`config.mk`:
```
export PLATFORM = sky130hd
export DESIGN_NAME = uart_reg_frame_rx
export DESIGN_NICKNAME = d
export VERILOG_FILES = /design/src/rtl/uart_reg_frame_rx.sv
export SDC_FILE = /design/constraint.sdc
export NUM_CORES = 1
export LEC_CHECK = 0
export BUFFER_PORTS_ARGS = -buffer_cell sky130_fd_sc_hd__buf_2
export CAP_MARGIN = 20
export CORE_MARGIN = 2
export CORE_UTILIZATION = 50
export DETAILED_ROUTE_END_ITERATION = 10
export HOLD_SLACK_MARGIN = 0.05
export PLACE_DENSITY = 0.78
export SLEW_MARGIN = 20
export SYNTH_ARGS = -nofsm -noshare
export SYNTH_HDL_FRONTEND = slang
export SYNTH_SLANG_ARGS = --single-unit
```
`constraint.sdc`:
```
create_clock -name clk -period 4.1 [get_ports clk]
set_input_delay 0.205 -clock clk [delete_from_list [all_inputs] [get_ports clk]]
set_output_delay 0.205 -clock clk [all_outputs]
set_load 0.05 [all_outputs]
```
`src/rtl/uart_reg_frame_rx.sv`:
```
// Framed command receiver: decodes SOF/ADDR/payload/CSUM frames from a UART byte
// stream, writes addressed channel registers and queues a one-byte ACK/NAK reply.
module uart_reg_frame_rx #(
  parameter int          CHANNEL_COUNT  = 4,
  parameter int          BYTES_PER_CH   = 2,
  parameter int          TIMEOUT_CYCLES = 50000,
  parameter logic [7:0]  SOF_BYTE       = 8'hA5,
  parameter logic [7:0]  ACK_BYTE       = 8'h06,
  parameter logic [7:0]  NAK_BYTE       = 8'h15,
  parameter int          ERR_W          = 8
) (
  input  logic                                  clk,
  input  logic                                  rst_n,
  input  logic                                  ena,
  input  logic [7:0]                            rx_data,
  input  logic                                  rx_valid,
  output logic [CHANNEL_COUNT*8*BYTES_PER_CH-1:0] ch_data,
  output logic [CHANNEL_COUNT-1:0]              ch_update,
  output logic [7:0]                            tx_data,
  output logic                                  tx_valid,
  input  logic                                  tx_ready,
  output logic [ERR_W-1:0]                      err_count,
  output logic                                  resp_overrun
);

  localparam int W  = 8 * BYTES_PER_CH;
  localparam int TW = $clog2(TIMEOUT_CYCLES + 1);
  localparam int IW = (BYTES_PER_CH > 1) ? $clog2(BYTES_PER_CH) : 1;

  typedef enum logic [1:0] {IDLE, ADDR, DATA, CSUM} state_t;

  state_t        state;
  logic [7:0]    addr;
  logic [7:0]    csum;
  logic [IW-1:0] idx;
  logic [W-1:0]  shadow;
  logic [TW-1:0] tmo;

  logic          frame_end;
  logic          accept;
  logic          timeout_hit;
  logic          resp_req;
  logic [7:0]    resp_code;
  logic [31:0]   addr_ext;

  // Frame-completion, timeout and response-request decode for the current edge.
  always_comb begin
    addr_ext    = {24'h000000, addr};
    frame_end   = 1'b0;
    accept      = 1'b0;
    timeout_hit = 1'b0;
    if (ena && rx_valid && (state == CSUM)) begin
      frame_end = 1'b1;
      accept    = (rx_data == csum) && (addr_ext < CHANNEL_COUNT);
    end else begin
      frame_end = 1'b0;
    end
    if (ena && !rx_valid && (state != IDLE) && (tmo == TW'(TIMEOUT_CYCLES - 1))) begin
      timeout_hit = 1'b1;
    end else begin
      timeout_hit = 1'b0;
    end
    resp_req  = frame_end | timeout_hit;
    resp_code = accept ? ACK_BYTE : NAK_BYTE;
  end

  // Frame FSM, channel registers, timeout counter, statistics and response buffer.
  always_ff @(posedge clk or negedge rst_n) begin
    if (!rst_n) begin
      state        <= IDLE;
      addr         <= 8'h00;
      csum         <= 8'h00;
      idx          <= '0;
      shadow       <= '0;
      tmo          <= '0;
      ch_data      <= '0;
      ch_update    <= '0;
      tx_data      <= 8'h00;
      tx_valid     <= 1'b0;
      err_count    <= '0;
      resp_overrun <= 1'b0;
    end else if (ena) begin
      ch_update <= '0;
      case (state)
        IDLE: begin
          if (rx_valid && (rx_data == SOF_BYTE)) begin
            state <= ADDR;
          end
        end
        ADDR: begin
          if (rx_valid) begin
            addr  <= rx_data;
            csum  <= rx_data;
            idx   <= '0;
            state <= DATA;
          end
        end
        DATA: begin
          if (rx_valid) begin
            for (int b = 0; b < BYTES_PER_CH; b++) begin
              if (idx == IW'(b)) begin
                shadow[b*8 +: 8] <= rx_data;
              end
            end
            csum <= csum ^ rx_data;
            if (idx == IW'(BYTES_PER_CH - 1)) begin
              state <= CSUM;
            end else begin
              idx <= idx + IW'(1);
            end
          end
        end
        CSUM: begin
          if (rx_valid) begin
            state <= IDLE;
          end
        end
        default: state <= IDLE;
      endcase

      // Only the addressed channel is touched on an accepted frame.
      if (accept) begin
        for (int k = 0; k < CHANNEL_COUNT; k++) begin
          if (addr_ext == 32'(k)) begin
            ch_data[k*W +: W] <= shadow;
            ch_update[k]      <= 1'b1;
          end
        end
      end

      if (rx_valid || (state == IDLE) || timeout_hit) begin
        tmo <= '0;
      end else begin
        tmo <= tmo + TW'(1);
      end
      if (timeout_hit) begin
        state <= IDLE;
      end

      if (resp_req && !accept && (err_count != {ERR_W{1'b1}})) begin
        err_count <= err_count + ERR_W'(1);
      end

      // Depth-1 reply buffer; a transfer in the same cycle frees the slot.
      if (resp_req) begin
        if (!tx_valid || tx_ready) begin
          tx_valid <= 1'b1;
          tx_data  <= resp_code;
        end else begin
          resp_overrun <= 1'b1;
        end
      end else if (tx_valid && tx_ready) begin
        tx_valid <= 1'b0;
      end
    end else begin
      ch_update <= '0;
    end
  end

endmodule

```
==> impl_results.md <==
* Status: finished clean
* Leakage at 3.636 nW
* Gate Count Post-Synth at 436
* Fin. Hold Viols at 0
* Top sig layer: met4
* Placed cell area at 6302 sq um
* Hold Path Class: input port to register
* Final ANT Viol Nets at 0
* Final WS setup at 1.328 ns
* Detailed Route WL at 11550 um
* Top_reg_cell synth: dfrtp_1
* Largest net degree at the start of global routing at 68
* Crit path max fanout at 17
* Global-route wire length before repair at 19420 um
* Initial core utilization at 50.76%
* Finished Cell Area at 6889 sq um
* Gp weighted congestion at 0.8027
* Crit path DAT at 3.07 ns
* Pre-antenna DRT Iters at 4
* Ys Warns at 0
* CORE AREA at 11270 sq um
* Drt drc at 0
* #FFs+latches synth at 132
* Total number of vias at 3731
* Max_slew headroom at 40.58%
* Port Buffers at 94
* Synth unique cells at 46
* WP data required at 4.40 ns
* CTS Buffer Depth at 2
* Family with the most delay on the worst path: simple AND/OR/NAND/NOR gates
* CTS sink cnt at 132
* Post-Route Setup TNS at 0 ns
* Vias/cell at 5.368
* EDFF count, synth at 0
* Sequential area share after synthesis at 57.73%
* Yosys top cell by area: dfrtp_1
* CTS tree: done
* Maximum clock rate at 360.8 MHz
* Metal1 wirelength at 5126 um
* Die Width at 111.0 um
* Syn avg cell area at 13.12 sq um
* Die Footprint at 12320 sq um
* Synth area leaders: dfrtp_1, mux2_2, xnor2_1, mux2_4, mux2_1
* Gr usage total at 20.09%
* Pre-CTS setup slack at 1.337 ns
* DRT iter0 DRCs at 172
* Crit-path cells: ha_1 > and3_1 > nand3_1 > nor4_4 > buf_4 > nor3b_4 > mux2_2
* Antenna violations before repair at 0
* Commonest non-fill, non-tap cell in the layout: dfrtp_1
* Layout cells sized above 1 at 40.04%
* Maximum VDD drop at 0.0003594 V
* Async set or reset register ratio after synthesis at 100.0%
* Critical path buffer and inverter count at 1
* Crit start category: register
* Fin cells at 695
* Synth top area share at 57.73%
* Net count reported at finish at 559
* Max incr delay on CP at 0.78 ns
* Grt total ovfl at 0
* Final cycle utilization of the critical path at 67.60%
* RSZ-0062 raised after global routing: no
* Inserted Clock Buffers at 17
* Worst Skew at 0.006795 ns
* WL per Instance at 16.62 um
* I/O pin cnt at 99
* Diode count at 0
* Fin. max-slew vios at 0
* Synthesis-to-finish area growth at 20.40%
* Setup repair bufs after CTS at 0
* Clk root buf: clkbuf_16
* Clk_lat worst skew at 0.42 ns
* H-tree depth at 4
* DP Cell Count at 661
* Crit-path slowest cell: nor3b_4
* Cts repair resizes at 0
* Synthesized area at 5722 sq um
* Clock transition at the registers of the reported paths at 0.06 ns
* CP endpoint kind: register
* Worst-margin pin slew at 0.8904 ns
* PD cells at 520.1 nW/um^2
* Tmin final at 2.772 ns
* Most frequent cells in the layout: dfrtp_1, buf_2, mux2_2, nor2_1, nand2_1
* Met2 WL at 5698 um
* Chip Height at 111.0 um
* Site Rows at 39
* Post-DP HPWL at 7777 um
* # setup viols final at 0
* Vias in the first global route at 3781
* Metal3 WL at 535 um
* Setup CP Type: register to register
* Max cap viols at 0
report_power, final:
part / switching [mW] / internal, mW
Clock: 0.539 / 0.894
Combinational: 0.289 / 0.224
Sequential: 0.176 / 1.46
cell usage after synthesis, types with 2 or more instances:
| cell | count |
|---|---|
| nor3_1 | 7 |
| nand2b_1 | 4 |
| buf_4 | 7 |
| dfrtp_1 | 132 |
| nor3b_1 | 2 |
| o22ai_1 | 8 |
| mux2_2 | 72 |
| and2_1 | 2 |
| inv_1 | 11 |
| o31ai_1 | 3 |
| buf_6 | 2 |
| nand4_1 | 7 |
| mux2_1 | 11 |
| o21ai_0 | 6 |
| nand3b_2 | 2 |
| o2bb2ai_1 | 2 |
| buf_2 | 4 |
| and3_1 | 6 |
| ha_1 | 7 |
| xor2_1 | 8 |
| nor4bb_1 | 2 |
| nor2_1 | 29 |
| mux2_4 | 9 |
| a21oi_1 | 11 |
| nand3_1 | 12 |
| clkbuf_1 | 4 |
| xnor2_1 | 16 |
| nand2_1 | 26 |
| nor4_4 | 2 |
| nor4_1 | 3 |
| or2_2 | 4 |
cell families (layout without fill, tap and decap cells):
| logic type | count (synthesis) | count (layout) | synth area share, % |
|---|---|---|---|
| AO/OA/AOI/OAI | 33 | 33 | 3.521 |
| XOR/XNOR | 24 | 24 | 3.674 |
| adder cells (fa/ha/maj) | 7 | 7 | 1.531 |
| buffers and inverters | 28 | 141 | 2.646 |
| flip-flops | 132 | 132 | 57.73 |
| multiplexers | 93 | 93 | 18.87 |
| other | 1 | 4 | 0.06554 |
| AND/OR/NAND/NOR | 118 | 118 | 11.96 |
sequential cells by signal (all words and copies together) (netlist names):
name and flops:
addr 8, err_count 8, ch_data 64, tx_valid 1, resp_overrun 1, shadow 16
tx_data 3, tmo 16, state 2, csum 8, idx 1, ch_update 4
tightest hold or removal path, delay by kind of cell:
family,cells,cell delay [ns]
compound gates,1,0.05
buf+inv,1,0.15
simple gates,1,0.09
per-layer routing:
metal / vias up / GRT usage (%)
met5: - / 0
met4: 0 / 7.583
met3: 14 / 5.303
met2: 95 / 32.97
met1: 1882 / 25.74
li1: 1740 / -
repair_timing:
action                                  CTS  global route
hold buffers                              2             0
endpoints found under the hold margin    66             0
endpoints found under the setup margin    0             0
area by class of cell:
cell class                      count  area [sq um]
Sequential cell                   132          3303
Multi-Input combinational cell    279          2278
Clock buffer                       24         491.7
Inverter                           11         41.29
Timing Repair Buffer               98         520.5
Clock inverter                      8         75.07
Tap cell                          143         178.9
Fill cell                         881          4383
final timing paths:
kind | start | endpoint | slack [ns] | depth (start not counted)
setup reg to reg | state[0] | ch_data[1] | 1.33 | 7
setup / recovery | state[0] | ch_data[1] | 1.33 | 7
min in group asynchronous | rst_n | ch_update[2] | 0.43 | 2
hold / removal | rx_data[7] | csum[7] | 0.12 | 3
hold reg to reg | tx_data[2] | tx_data[2] | 0.46 | 1
max in group asynchronous | rst_n | idx | 2.85 | 3
through the flow:
stage	hold slack [ns]	total power [mW]	util (%)
detailed placement	0.3538	2.172	55.91
CTS	0.1087	3.615	61.12
global placement	0.3419	2.129	55.91
global route	0.1331	3.748	61.12
floorplan	-0.09059	2.007	-
finish	0.1210	3.583	61.12
No activity file was read; power rests on OpenSTA's default activity.
